## src/rtl/adder_pkg.sv

```systemverilog
// adder_pkg: shared defaults and helpers for the pipelined ripple-carry adder.
package adder_pkg;

    localparam int DEFAULT_WIDTH  = 8;
    localparam int DEFAULT_STAGES = 2;

    // Bits of the carry chain handled by one pipeline segment.
    function automatic int seg_width(input int width, input int stages);
        return width / stages;
    endfunction

endpackage

```

## src/rtl/adder_segment.sv

```systemverilog
// adder_segment: combinational SEG-bit ripple-carry slice built from per-bit
// full-adder cells; one instance closes one pipeline segment of pipe_adder.
module adder_segment
    import adder_pkg::*;
#(
    parameter int SEG = seg_width(DEFAULT_WIDTH, DEFAULT_STAGES)
) (
    input  logic [SEG-1:0] a,
    input  logic [SEG-1:0] b,
    input  logic           cin,
    output logic [SEG-1:0] sum,
    output logic           cout
);

    // c[i] is the carry into bit i; c[SEG] leaves the segment.
    logic [SEG:0] c;

    assign c[0] = cin;

    for (genvar i = 0; i < SEG; i++) begin : g_bit
        assign sum[i]   = a[i] ^ b[i] ^ c[i];
        assign c[i + 1] = (a[i] & b[i]) | (c[i] & (a[i] ^ b[i]));
    end

    assign cout = c[SEG];

endmodule

```

## src/rtl/pipe_adder.sv

```systemverilog
// pipe_adder: WIDTH-bit adder whose carry chain is cut into STAGES registered
// segments, with valid/ready handshakes on both sides and a global stall.
// Optional feature: define PIPE_ADDER_OVF_EN to add the registered signed
// overflow output ovf.
module pipe_adder
    import adder_pkg::*;
#(
    parameter int WIDTH  = DEFAULT_WIDTH,
    parameter int STAGES = DEFAULT_STAGES
) (
    input  logic             clk,
    input  logic             rst,
    input  logic [WIDTH-1:0] a,
    input  logic [WIDTH-1:0] b,
    input  logic             cin,
    input  logic             in_valid,
    output logic             in_ready,
    output logic [WIDTH-1:0] sum,
    output logic             cout,
    output logic             out_valid,
    input  logic             out_ready
`ifdef PIPE_ADDER_OVF_EN
    ,
    output logic             ovf
`endif
);

    // Guarded so a bad STAGES does not divide by zero before the error fires.
    localparam int SEG = (STAGES > 0) ? seg_width(WIDTH, STAGES) : 1;

    if (WIDTH < 1 || STAGES < 1 || STAGES > WIDTH || (WIDTH % STAGES) != 0) begin : g_bad_cfg
        $error("pipe_adder: need WIDTH>=1, 1<=STAGES<=WIDTH and WIDTH%%STAGES==0");
    end

    // The whole pipeline moves together; a stalled output freezes every stage.
    logic adv;

    assign adv      = !out_valid || out_ready;
    assign in_ready = adv;

    for (genvar k = 0; k < STAGES; k++) begin : g_st
        localparam int LO = k * SEG;
        localparam int HI = LO + SEG;

        // Inputs of this segment: either the ports or the previous stage register.
        logic                v_in;
        logic                c_in;
        logic [WIDTH-LO-1:0] a_in;
        logic [WIDTH-LO-1:0] b_in;
        logic [SEG-1:0]      s_seg;
        logic                c_seg;
        logic [HI-1:0]       s_nxt;

        // Stage register: valid, completed low sum bits and outgoing carry.
        logic                vld_p;
        logic [HI-1:0]       sum_p;
        logic                cy_p;

        if (k == 0) begin : g_head
            assign v_in  = in_valid;
            assign c_in  = cin;
            assign a_in  = a;
            assign b_in  = b;
            assign s_nxt = s_seg;
        end else begin : g_body
            assign v_in  = g_st[k-1].vld_p;
            assign c_in  = g_st[k-1].cy_p;
            assign a_in  = g_st[k-1].g_fwd.a_up_p;
            assign b_in  = g_st[k-1].g_fwd.b_up_p;
            assign s_nxt = {s_seg, g_st[k-1].sum_p};
        end

        adder_segment #(
            .SEG (SEG)
        ) u_seg (
            .a    (a_in[SEG-1:0]),
            .b    (b_in[SEG-1:0]),
            .cin  (c_in),
            .sum  (s_seg),
            .cout (c_seg)
        );

        // Slot occupancy: bubbles travel as invalid slots, never collapsed.
        always_ff @(posedge clk or posedge rst) begin
            if (rst) begin
                vld_p <= 1'b0;
            end else if (adv) begin
                vld_p <= v_in;
            end
        end

        if (k == STAGES - 1) begin : g_tail
            // Output data register, cleared so sum/cout read zero out of reset.
            always_ff @(posedge clk or posedge rst) begin
                if (rst) begin
                    sum_p <= '0;
                    cy_p  <= 1'b0;
                end else if (adv) begin
                    sum_p <= s_nxt;
                    cy_p  <= c_seg;
                end
            end

`ifdef PIPE_ADDER_OVF_EN
            // The sign bits reach here as the top bits of the forwarded operands.
            logic ovf_p;

            // Signed overflow: equal operand signs but a different result sign.
            always_ff @(posedge clk or posedge rst) begin
                if (rst) begin
                    ovf_p <= 1'b0;
                end else if (adv) begin
                    ovf_p <= (a_in[SEG-1] == b_in[SEG-1]) && (s_seg[SEG-1] != a_in[SEG-1]);
                end
            end
`endif
        end else begin : g_fwd
            // Operand bits not yet added, carried forward untouched.
            logic [WIDTH-HI-1:0] a_up_p;
            logic [WIDTH-HI-1:0] b_up_p;

            // Inner stage data: partial sum, carry and the pending upper operands.
            always_ff @(posedge clk) begin
                if (adv) begin
                    sum_p  <= s_nxt;
                    cy_p   <= c_seg;
                    a_up_p <= a_in[WIDTH-LO-1:SEG];
                    b_up_p <= b_in[WIDTH-LO-1:SEG];
                end
            end
        end
    end

    assign out_valid = g_st[STAGES-1].vld_p;
    assign sum       = g_st[STAGES-1].sum_p;
    assign cout      = g_st[STAGES-1].cy_p;
`ifdef PIPE_ADDER_OVF_EN
    assign ovf       = g_st[STAGES-1].g_tail.ovf_p;
`endif

endmodule

```

## config.mk

```make
export PLATFORM = sky130hd
export DESIGN_NAME = pipe_adder
export DESIGN_NICKNAME = d
export VERILOG_FILES = /design/src/rtl/adder_pkg.sv /design/src/rtl/adder_segment.sv /design/src/rtl/pipe_adder.sv
export SDC_FILE = /design/constraint.sdc
export NUM_CORES = 1
export LEC_CHECK = 0
export CAP_MARGIN = 20
export CORE_ASPECT_RATIO = 0.7
export CORE_MARGIN = 1.5
export CORE_UTILIZATION = 35
export DETAILED_ROUTE_END_ITERATION = 8
export GPL_TIMING_DRIVEN = 0
export SLEW_MARGIN = 20
export SYNTH_ARGS = -nofsm -noshare
export SYNTH_HDL_FRONTEND = slang
export SYNTH_SLANG_ARGS = --single-unit
```

## constraint.sdc

```tcl
create_clock -name clk -period 3.5 [get_ports clk]
set_input_delay 0.7 -clock clk [delete_from_list [all_inputs] [get_ports clk]]
set_output_delay 0.7 -clock clk [all_outputs]
set_load 0.1 [all_outputs]
```

==> run metrics <==
status finished clean; Syn Area/Cell 16.1 µm²; starting density of the core 37.3%; die area between 3000 and 4000 µm²; Fmax around 310 MHz; I/O pin cnt 32; Antenna Violating Nets Remaining 0; initial detailed-routing violation count 14; gpl congestion roughly 0.61; Layout area overhead 40.1%; post-CTS resize count 1; DR DRC count 0; setup ws final ~0.26 ns; WL final 1530 µm; most frequent cells in the layout clkdlybuf4s50_1, inv_1, edfxtp_1; commonest non-fill, non-tap cell in the layout clkdlybuf4s50_1; WS Path Type in -> out; H-tree depth 1; clk slew on worst S/H paths 0.08 ns; CORE AREA 2840 µm²; Num CTS Buffers 3; reg2reg path depth 8; first-pass detailed-route iteration total 2; Yosys reg bits 24; VDD IR max between 200 and 300 µV; Final Critical Period approximately 3.2 ns; crit path DAT about 2.5 ns; Max Slew Vio Count 0; hold_sp g_st[0].vld_p; Buf/Inv on CP 3; Sink Count 24; CTS Buffer Depth 2; worst-margin pin slew around 0.98 ns; PwrDens about 690 nW/µm²; worst r2r src g_st[0].cy_p; gr ovfl total 0; CTS Hold Bufs 0; CTS Root Cell clkbuf_8; share of layout cells above drive strength 1 12.9%; Worst path slowest cell dlygate4sd2_1; cell chain of the critical path clkdlybuf4s50_1, nand2b_4, buf_6, dlygate4sd2_1; Fin. Hold Viols 0; GR Util All Layers between 10% and 20%; synth warn 0; Die Ht a little under 50 µm; post-CTS setup buffers 0; required time of the critical path 2.80 ns; initial antenna violation count 0; syn_nets between 90 and 100; Mapped Area 1060 µm²; Ant. Diodes 0; RR Endpoint sum[7]; vias in the first global route a little under 600; drt via density about 4.4; Clock Skew approximately 0.0053 ns; crit share post-route a little over 90%; Post-Syn Instances 66; port buffer count 31; Layout Nets between 100 and 150; Max FO, Critical Path 23; LEAKAGE approximately 0.65 nW; largest net degree at the start of global routing 24; per-cell routed wire length about 11 µm; part of the Yosys area used for sequential elements between 60% and 70%; CTS tree done; worst-skew pair later-pin latency roughly 0.26 ns; RSZ-0062 raised after global routing no; Worst Hold Depth 1; DR vias 600; CP delay by family, top buffers and inverters; Final Setup Violations 0; pre-CTS setup slack -0.0256 ns; Site Rows 16; flop2flop setup slack 1.32 ns; hold endpoint out_valid; Max Cap Viol 0; slowest stage delay, CP a little under 0.9 ns; Hold Path Class reg -> reg; Synth cell types 11; relative slew slack around a third; die width roughly 70 µm; Startpoint Class input pin; first-pass GRT wire length between 2000 and 3000 µm; Worst Setup End Kind output port; Tot Pwr between 1 and 1.5 mW
[worst max path at each step]
stage / start / end / slack (ns) / depth (start not counted)
2_1_floorplan: a[0] / g_st[0].sum_p[3] / 1.17 / 8
3_3_place_gp: out_ready / in_ready / -0.03 / 4
3_5_place_dp: out_ready / in_ready / -0.03 / 4
4_1_cts: out_ready / in_ready / 0.25 / 4
5_1_grt: out_ready / in_ready / 0.18 / 4
6_report: out_ready / in_ready / 0.26 / 4
[worst reg2reg max path: stages, from the launching register on]
cell and delay (ns):
edfxtp_1 0.41, fa_1 0.42, inv_1 0.10, fa_1 0.18
inv_1 0.05, fa_1 0.35, inv_1 0.07, fa_1 0.40
a21oi_1 0.13
[Yosys cell counts, drive strengths merged]
| master | number | area (µm²) |
|---|---|---|
| a21oi | 3 | 15.0 |
| buf | 1 | 11.3 |
| dfrtp | 11 | 275 |
| edfxtp | 13 | 390 |
| fa | 8 | 160 |
| inv | 18 | 67.6 |
| mux2 | 7 | 97.6 |
| nand2b | 2 | 20.0 |
| nor3b | 3 | 22.5 |
[power breakdown]
| part | switching, mW | internal [mW] | total, mW | leakage (nW) |
|---|---|---|---|---|
| Combinational | 0.295 | 0.119 | 0.414 | 0.354 |
| Sequential | 0.0251 | 0.354 | 0.379 | 0.257 |
| Clock | 0.0837 | 0.153 | 0.236 | 0.0357 |
| Total | 0.404 | 0.625 | 1.03 | 0.646 |
[cell families after synthesis]
family / after synthesis / share of synthesized area [%]
flip-flops: 24 / 62.8
buffers and inverters: 19 / 7.44
adder cells (fa/ha/maj): 8 / 15.1
multiplexers: 7 / 9.21
AND/OR/NAND/NOR: 5 / 4.01
AO/OA/AOI/OAI: 3 / 1.42
[final cells by class]
type | instances | area, µm²
plain buffers | 1 | 11.3
fillers | 260 | 1360
well taps | 36 | 45.0
multi-input cells | 23 | 315
clock buffers | 3 | 41.3
clock inverters | 1 | 30.0
repair buffers | 31 | 309
flip-flops and latches | 24 | 666
inverters | 18 | 67.6
[sequential cells by signal, summed over array words and instances, names as in the netlist]
signal,flops
cout,1
g_st.cy_p,1
g_st.g_fwd.a_up_p,4
g_st.g_fwd.b_up_p,4
g_st.sum_p,4
g_st.vld_p,1
out_valid,1
sum,8
[through the flow]
| stage | hold slack, ns | area (µm²) | instances | TNS (ns) | util, % |
|---|---|---|---|---|---|
| after floorplan | 0.435 | 1060 | 66 | 0 | - |
| after global placement | 0.455 | 1420 | 133 | -0.0289 | 49.8 |
| after detailed placement | 0.455 | 1420 | 133 | -0.0256 | 49.8 |
| after CTS | 0.479 | 1490 | 137 | 0 | 52.2 |
| after global routing | 0.487 | 1490 | 137 | 0 | 52.2 |
| final | 0.475 | 1490 | 137 | 0 | 52.2 |
[routing by layer]
metal,track usage (%),wire length [µm],share of wire (%),vias to the layer above
met4,0.980,0,0,0
li1,-,-,-,276
met1,13.1,648,42,302
met2,18.1,778,51,22
met5,0,0,0,-
met3,4.85,101,6.6,0
(Power assumes the default switching activity.)
